<file path="config.mk">
export PLATFORM = sky130hd
export DESIGN_NAME = axil_reg_arbiter
export DESIGN_NICKNAME = d
export VERILOG_FILES = /design/src/rtl/axil_reg_arbiter.sv
export SDC_FILE = /design/constraint.sdc
export NUM_CORES = 1
export LEC_CHECK = 0
export CELL_PAD_IN_SITES_DETAIL_PLACEMENT = 0
export CELL_PAD_IN_SITES_GLOBAL_PLACEMENT = 1
export CORE_ASPECT_RATIO = 0.8
export CORE_MARGIN = 1
export CORE_UTILIZATION = 37
export DETAILED_ROUTE_END_ITERATION = 8
export DONT_BUFFER_PORTS = 1
export GPL_ROUTABILITY_DRIVEN = 0
export PLACE_DENSITY = 0.7
export SYNTH_ARGS = -nofsm -noshare
export SYNTH_HDL_FRONTEND = slang
export SYNTH_SLANG_ARGS = --single-unit
</file>
<file path="constraint.sdc">
create_clock -name clk -period 1.6 [get_ports clk]
set_clock_uncertainty 0.05 [all_clocks]
set_input_delay 0.32 -clock clk [delete_from_list [all_inputs] [get_ports clk]]
set_output_delay 0.32 -clock clk [all_outputs]
set_load 0.01 [all_outputs]
</file>
<file path="src/rtl/axil_reg_arbiter.sv">
// Round-robin arbiter for two register requesters sharing one AXI4-Lite slave.
// One transaction in flight, fully sequenced through AW/W/B or AR/R before the next grant.
module axil_reg_arbiter #(
    parameter int ADDR_WIDTH = 4,
    parameter int DATA_WIDTH = 32
) (
    input  logic                    clk,
    input  logic                    rst,
    input  logic [1:0]              req_valid,
    input  logic [1:0]              req_we,
    input  logic [2*ADDR_WIDTH-1:0] req_addr,
    input  logic [15:0]             req_wdata,
    output logic [1:0]              req_done,
    output logic [7:0]              rsp_rdata,
    output logic                    rsp_err,
    output logic [ADDR_WIDTH-1:0]   awaddr,
    output logic                    awvalid,
    input  logic                    awready,
    output logic [DATA_WIDTH-1:0]   wdata,
    output logic [3:0]              wstrb,
    output logic                    wvalid,
    input  logic                    wready,
    input  logic [1:0]              bresp,
    input  logic                    bvalid,
    output logic                    bready,
    output logic [ADDR_WIDTH-1:0]   araddr,
    output logic                    arvalid,
    input  logic                    arready,
    input  logic [DATA_WIDTH-1:0]   rdata,
    input  logic [1:0]              rresp,
    input  logic                    rvalid,
    output logic                    rready
);

    typedef enum logic [2:0] {IDLE, WR_ADDR, WR_RESP, RD_ADDR, RD_DATA, DONE} state_t;

    state_t                state;
    logic                  rr;
    logic                  gnt;
    logic                  pick;
    logic                  sel_we;
    logic [ADDR_WIDTH-1:0] sel_addr;
    logic [7:0]            sel_byte;

    // Both requesting: the one that did not win last time goes next.
    always_comb begin
        pick     = (req_valid == 2'b11) ? ~rr : req_valid[1];
        sel_we   = pick ? req_we[1] : req_we[0];
        sel_addr = pick ? req_addr[ADDR_WIDTH +: ADDR_WIDTH] : req_addr[0 +: ADDR_WIDTH];
        sel_byte = pick ? req_wdata[15:8] : req_wdata[7:0];
    end

    always_ff @(posedge clk) begin
        if (rst) begin
            state     <= IDLE;
            rr        <= 1'b0;
            gnt       <= 1'b0;
            req_done  <= '0;
            rsp_rdata <= '0;
            rsp_err   <= 1'b0;
            awaddr    <= '0;
            awvalid   <= 1'b0;
            wdata     <= '0;
            wstrb     <= '0;
            wvalid    <= 1'b0;
            bready    <= 1'b0;
            araddr    <= '0;
            arvalid   <= 1'b0;
            rready    <= 1'b0;
        end else begin
            req_done <= '0;
            case (state)
                IDLE: begin
                    if (|req_valid) begin
                        gnt <= pick;
                        rr  <= pick;
                        if (sel_we) begin
                            awaddr  <= sel_addr;
                            wdata   <= {{(DATA_WIDTH-8){1'b0}}, sel_byte};
                            wstrb   <= 4'b0001;
                            awvalid <= 1'b1;
                            wvalid  <= 1'b1;
                            state   <= WR_ADDR;
                        end else begin
                            araddr  <= sel_addr;
                            arvalid <= 1'b1;
                            state   <= RD_ADDR;
                        end
                    end
                end
                WR_ADDR: begin
                    if (awvalid && awready) awvalid <= 1'b0;
                    if (wvalid && wready)   wvalid  <= 1'b0;
                    // A channel whose valid already dropped has completed its handshake.
                    if ((!awvalid || awready) && (!wvalid || wready)) begin
                        bready <= 1'b1;
                        state  <= WR_RESP;
                    end
                end
                WR_RESP: begin
                    if (bvalid) begin
                        bready        <= 1'b0;
                        rsp_err       <= (bresp != 2'b00);
                        rsp_rdata     <= '0;
                        req_done[gnt] <= 1'b1;
                        state         <= DONE;
                    end
                end
                RD_ADDR: begin
                    if (arready) begin
                        arvalid <= 1'b0;
                        rready  <= 1'b1;
                        state   <= RD_DATA;
                    end
                end
                RD_DATA: begin
                    if (rvalid) begin
                        rready        <= 1'b0;
                        rsp_rdata     <= rdata[7:0];
                        rsp_err       <= (rresp != 2'b00);
                        req_done[gnt] <= 1'b1;
                        state         <= DONE;
                    end
                end
                DONE: state <= IDLE;
                default: state <= IDLE;
            endcase
        end
    end

endmodule

</file>
==> impl_metrics.csv, run 1 <==
group,metric,value,unit
synthesis,netlist.area_leader.share,35.6,%
place,hpwl,3260,µm
synthesis,synth-simple-area-share,17.2,%
hold_path,hold_path_class,"in -> reg",
synthesis,async_flop_share,0,%
clock_tree,cts_buffer_depth,2,
synthesis,post-synth-top-count-cell,"dfxtp_1",
job,cap_violations,0,
synthesis,post_synth_xor_area_fraction,0,%
synthesis,synth_area_per_cell,9.46,µm²
global_route,grt_max_degree,37,
synthesis,yosysTopAreaCell,"dfxtp_1",
timing,finalSetupViolations,0,
worst_setup_path,critPathTopFamily,"simple AND/OR/NAND/NOR gates",
timing,hold_slack,0.0379,ns
worst_setup_path,path_cells,"buf_4 > or3b_1 > o32ai_2 > nor3_2 > a22o_1",
clock_tree,cts_tree,"yes",
timing,hold_violations,0,
worst_setup_path,critPathMaxStageDelay,0.38,ns
worst_setup_path,critPathLaunchType,"register",
synthesis,post_synth_num_cell_types,49,
detailed_routing,dr.pass1.iters,4,
timing,setup_ws,0.0820,ns
clock_tree,numCtsBuffers,5,
floorplanning,die_h,69.1,µm
global_route,grt-ovfl-total,0,
global_route,grt_pass1_wl,6920,µm
worst_setup_path,required,1.74,ns
timing,rsz0062_at_grt,"no",
timing,maxSlewViolCount,0,
clock_tree,cts.clk_slew.worst_paths,0.08,ns
synthesis,synth_top_family_by_area,"compound AO/OA/AOI/OAI gates",
detailed_routing,avgViaCountPerCell,4.96,
worst_setup_path,cp_max_fo,7,
synthesis,synthCells,220,
floorplanning,num_rows,24,
synthesis,synth_compound_area_share,21.9,%
worst_setup_path,worstRegToRegCells,5,
worst_setup_path,path_buf_inv,1,
outcome,outcome,"complete, no violations",
power,p_total,3.66,mW
clock_tree,hold_buffers,0,
power,power_density,1610,nW/µm²
floorplanning,coreArea,5440,µm²
detailed_routing,avgRoutedWirePerCell,14.5,µm
synthesis,synth_ff_type,"dfxtp_1",
cells_and_area,layout.nets,300,
clock_tree,cts.htree.levels,2,
detailed_routing,totalWireLength,4480,µm
place,post-place-ws,-0.121,ns
worst_setup_path,cp_num_cells,5,
synthesis,synth_area_leaders,"dfxtp_1, buf_4, mux2i_1",
floorplanning,dieArea,5930,µm²
hold_path,whs_path_depth,1,
synthesis,yosys_warnings,0,
floorplanning,die_w,85.9,µm
place,numPortBuffers,0,
floorplanning,initial_core_util,38.3,%
timing,fmax,659,MHz
cells_and_area,syn_to_final_growth,8.83,%
timing,period_minus_slack,1.52,ns
detailed_routing,antenna_left,0,
floorplanning,ios,131,
synthesis,seq_area_frac_synth,35.6,%
cells_and_area,antennaDiodeCount,0,
clock_tree,clock_latency,0.29,ns
synthesis,synthAdderAreaFrac,0,%
clock_tree,cts_sinks,37,
detailed_routing,vias,1527,
global_route,grt_pass1_vias,1381,
power,vdd_drop_max,0.462,mV
synthesis,synthTopCellsByCount,"dfxtp_1, buf_4, a21oi_1",
worst_setup_path,cp_data_arrival_time,1.65,ns
global_route,track_usage,14.9,%
synthesis,ys_ff_latch,37,
worst_setup_path,slowest_stage,"or3b_1",
detailed_routing,drc_errors,0,
synthesis,synth_edf_count,0,
power,p_leak,0.867,nW
global_route,antenna_found_initial,0,
timing,timing.final.crit_share,94.9,%
cells_and_area,drive_gt1_share,23.9,%
clock_tree,root_buffer,"clkbuf_8",
synthesis,synth_mux_area_share,10.7,%
worst_setup_path,critPathKind,"reg -> reg",
worst_setup_path,endpoint_kind,"register",
detailed_routing,drt-initial-drc-count,72,
synthesis,netlist_area,2080,µm²
[cell type report]
| class | instances | area [µm²] |
|---|---|---|
| timing repair buffer | 17 | 153 |
| tap | 78 | 97.6 |
| clock inverter | 2 | 13.8 |
| inverter | 4 | 15.0 |
| multi-input combinational | 164 | 1160 |
| sequential | 37 | 742 |
| fill | 550 | 3170 |
| clock buffer | 6 | 82.6 |
[power breakdown]
part	switching (mW)	internal [mW]	total [mW]	leakage, nW
Combinational	0.824	0.734	1.56	0.513
Sequential	0.258	1.14	1.40	0.303
Clock	0.353	0.349	0.703	0.0512
[cell usage in the layout, fill, tap and decap left out, drive strengths merged, types with 2 or more instances in the layout]
| master | Yosys | routed |
|---|---|---|
| nor3 | 18 | 18 |
| o32ai | 3 | 3 |
| inv | 4 | 4 |
| a32oi | 2 | 2 |
| clkinv | 0 | 2 |
| a311oi | 2 | 2 |
| o21ai | 2 | 2 |
| mux2i | 17 | 17 |
| and2 | 8 | 8 |
| nor3b | 3 | 3 |
| a211oi | 9 | 9 |
| buf | 35 | 17 |
| a21oi | 25 | 25 |
| conb | 1 | 27 |
| nor2 | 11 | 11 |
| nand2 | 7 | 7 |
| dfxtp | 37 | 37 |
| mux2 | 4 | 4 |
| nand3b | 3 | 3 |
| clkbuf | 6 | 6 |
| o21a | 2 | 2 |
| nor2b | 4 | 4 |
| or3 | 2 | 2 |
| nand2b | 3 | 3 |
[through the flow]
| step | cell area [µm²] | cells | utilization [%] | setup TNS (ns) |
|---|---|---|---|---|
| 2_1_floorplan | 2180 | 246 | - | 0 |
| 3_5_place_dp | 2150 | 300 | 39.5 | -0.570 |
| 6_report | 2270 | 308 | 41.7 | 0 |
| 4_1_cts | 2260 | 308 | 41.6 | 0 |
| 3_3_place_gp | 2150 | 300 | 39.5 | -0.253 |
| 5_1_grt | 2270 | 308 | 41.7 | 0 |
[logic make-up (layout without fill, tap and decap cells)]
group,count (synthesis),in the layout
compound gates,53,53
buf+inv,45,29
flops,37,37
mux,21,21
other cells,1,27
simple gates,63,63
[sequential cells by signal (all words and copies together), names as in the netlist]
| register | cells |
|---|---|
| wvalid | 1 |
| arvalid | 1 |
| rsp_err | 1 |
| gnt | 1 |
| wstrb | 1 |
| req_done | 2 |
| bready | 1 |
| awaddr | 4 |
| araddr | 4 |
| state | 3 |
| rready | 1 |
| awvalid | 1 |
| rsp_rdata | 8 |
| wdata | 8 |
[worst paths after layout]
| kind | from | endpoint | slack (ns) |
|---|---|---|---|
| max reg2reg | state[1] | state[2] | 0.08 |
| max | state[1] | state[2] | 0.08 |
| min reg2reg | wvalid | wvalid | 0.46 |
| min | rst | state[1] | 0.04 |
[layer usage]
layer	up-vias	wire length [µm]	track usage, %
met3	6	276	4.91
met5	-	0	0
met4	0	51	5.00
li1	751	-	-
met1	715	2170	20.1
met2	55	1980	22.4
[timing repair]
action                                  4_1_cts  5_1_grt
endpoints found under the setup margin       13        2
gates resized for setup                       4        1
buffers inserted                              0        0
(Power assumes the default switching activity.)
==> inputs of run 2 (changes only) <==
--- a/config.mk
+++ b/config.mk
@@ -8,12 +8,12 @@
 export CELL_PAD_IN_SITES_DETAIL_PLACEMENT = 0
 export CELL_PAD_IN_SITES_GLOBAL_PLACEMENT = 1
 export CORE_ASPECT_RATIO = 0.8
-export CORE_MARGIN = 1
 export CORE_UTILIZATION = 37
 export DETAILED_ROUTE_END_ITERATION = 8
 export DONT_BUFFER_PORTS = 1
 export GPL_ROUTABILITY_DRIVEN = 0
 export PLACE_DENSITY = 0.7
+export SKIP_LAST_GASP = 1
 export SYNTH_ARGS = -nofsm -noshare
 export SYNTH_HDL_FRONTEND = slang
 export SYNTH_SLANG_ARGS = --single-unit
==> results of run 2 <==
Final layout, timing and power as in run 1 (identical DEF).
==> edit: new RTL, flow settings as in run 1 <==
Re-encode `state_t` (6 states) as one-hot, 6 bits wide.
--- a/src/rtl/axil_reg_arbiter.sv
+++ b/src/rtl/axil_reg_arbiter.sv
@@ -33,5 +33,5 @@
 );
 
-    typedef enum logic [2:0] {IDLE, WR_ADDR, WR_RESP, RD_ADDR, RD_DATA, DONE} state_t;
+    typedef enum logic [5:0] {IDLE = 6'b000001, WR_ADDR = 6'b000010, WR_RESP = 6'b000100, RD_ADDR = 6'b001000, RD_DATA = 6'b010000, DONE = 6'b100000} state_t;
 
     state_t                state;
Check against the original RTL: no difference found for any inputs over 10 cycles, from zero or initial values and one cycle with rst high; not proved beyond that.
==> edit against run 1 <==
Worst hold slack got worse by 0.0021 ns; design area rose by 14%; critical endpoint unchanged; non-clock buffer count rose by 10; sequential cell count rose by 3; setup slack got worse by 0.29 ns; largest cell class unchanged; the flow now finishes with violations (negative setup slack); wire length rose by 21%; synthesized area rose by 5.3%.
Power is not compared: it rests on default switching activity, and its combinational part moved more than twofold at a synthesized area within 25%.
==> edit: results (changes against run 1) <==
Outcome -> finished with violations
Failing checks -> negative setup slack
Worst skew pair latency -> 0.29 ns (about the same)
Root Driver -> clkbuf_8
Fillers -> 565 (+2.7%)
First-pass GRT wire length -> 8670 um (+25%)
Crit path arrival time -> 1.94 ns (+0.29 ns)
Placed Area -> 0.00235 sq mm (+9.7%)
Layout cells sized above 1 -> 31.7% (+7.8 points)
Via count -> 1781 (+17%)
Total routed wirelength -> 5440 um (+21%)
DP Worst Slack -> -0.207 ns (-0.0859 ns)
Nets -> 335 (+12%)
Antenna Cells -> 0 (unchanged)
Final Setup Violations -> 28 (+28)
R2r startpoint -> state[5]
Hold path endpoint -> rsp_rdata[1]
DR iter-0 viols -> 77 (+6.9%)
Crit path kind -> flip-flop to flip-flop
# H-tree levels -> 2 (unchanged)
Port Buf Inserts -> 0 (unchanged)
R2R depth -> 4 (-1)
Crit-path max FO -> 5 (-2)
Post-synthesis sequential area ratio -> 36.5% (+0.93 points)
Post-synth cell types -> 45 (-8.2%)
Worst VDD drop -> 466 uV
Post-route setup TNS -> -3.09 ns (-3.09 ns)
Worst Hold Depth -> 1 (unchanged)
Mapped Cells -> 248 (+13%)
Vias in the first global route -> 1720 (+25%)
Top Registers -> rsp_rdata: 8 flops, wdata: 8 flops, state: 6 flops
Pin count of the biggest net entering global routing -> 36 (-2.7%)
Placed instance count -> 333 (+11%)
Worst path max stage delay -> 0.56 ns (+0.18 ns)
Synth area leaders -> dfxtp_1 37%, buf_4 9.6%, nand3b_1 8.9%
Setup ws final -> -0.204 ns (-0.286 ns)
Antenna violations before repair -> 0 (unchanged)
Placed wire-length estimate -> 3710 um (+14%)
Slowest cell on the critical path -> or4_4
Synth top cells by count -> 40 x dfxtp_1, 33 x a21oi_1, 28 x buf_4
DR WL/cell -> 15.9 um (+9.0%)
Post-synth ARST share -> 0% (unchanged)
All-Layer GR Usage -> 18.0% (+3.0 points)
R2R Path End -> state[2]
Hold Crit Start -> rst
CTS max path bufs -> 2 (unchanged)
Fin Hold WS -> 0.0358 ns (-0.00206 ns)
## edit: cell count changes in the layout (fill, tap and decap cells not counted), moves of 5 or more
cell | before | now
o211ai_1 | 1 | 8
nand2_1 | 7 | 1
nor3_1 | 16 | 2
a21oi_2 | 7 | 15
a211oi_1 | 1 | 8
nand3b_1 | 3 | 26
and2_0 | 6 | 0
nand3_2 | 0 | 5
nand3_1 | 0 | 5
mux2i_1 | 17 | 0
inv_1 | 3 | 17
buf_6 | 0 | 6
buf_4 | 15 | 20
## edit: power by group
group / internal (mW) / total (mW) / leakage [nW] / switching (mW)
logic: 0.277 / 0.617 / 0.494 / 0.340
registers: 1.10 / 1.22 / 0.328 / 0.116
clock network: 0.463 / 0.831 / 0.0552 / 0.368
## edit: timing repair
action | in CTS | in global routing
setup endpoints to repair | 38 | 40
endpoints found under the hold margin | 0 | 0
cloned | 0 | 1
gates resized for setup | 12 | 16
pin swaps | 6 | 2
buffers inserted | 1 | 0
## edit: worst max-delay path, delay by kind of cell, from the launching register on
kind             cells  cell delay (ns)
flip-flops           1             0.32
AND/OR/NAND/NOR      2             0.91
AO/OA/AOI/OAI        2             0.42
## edit: cells by family after synthesis
kind of cell	Yosys count	share of synthesized area [%]
compound gates	77	25.9
buf+inv	61	15.8
flops	40	36.5
mux	1	0.456
other cells	1	0.171
simple gates	68	21.2
## edit: final cells by class
class	instances	area share (%)
Clock inverter	2	1.35
Multi-Input combinational cell	173	49.9
Sequential cell	40	31.1
Clock buffer	6	2.80
Inverter	17	2.46
Timing Repair Buffer	27	8.59
Tap cell	78	3.76
## edit: routing by layer
layer,share of wire [%],track usage (%)
met1,48,25.0
met2,43,26.7
met3,7.6,5.13
met4,1.3,5.91
met5,0,0
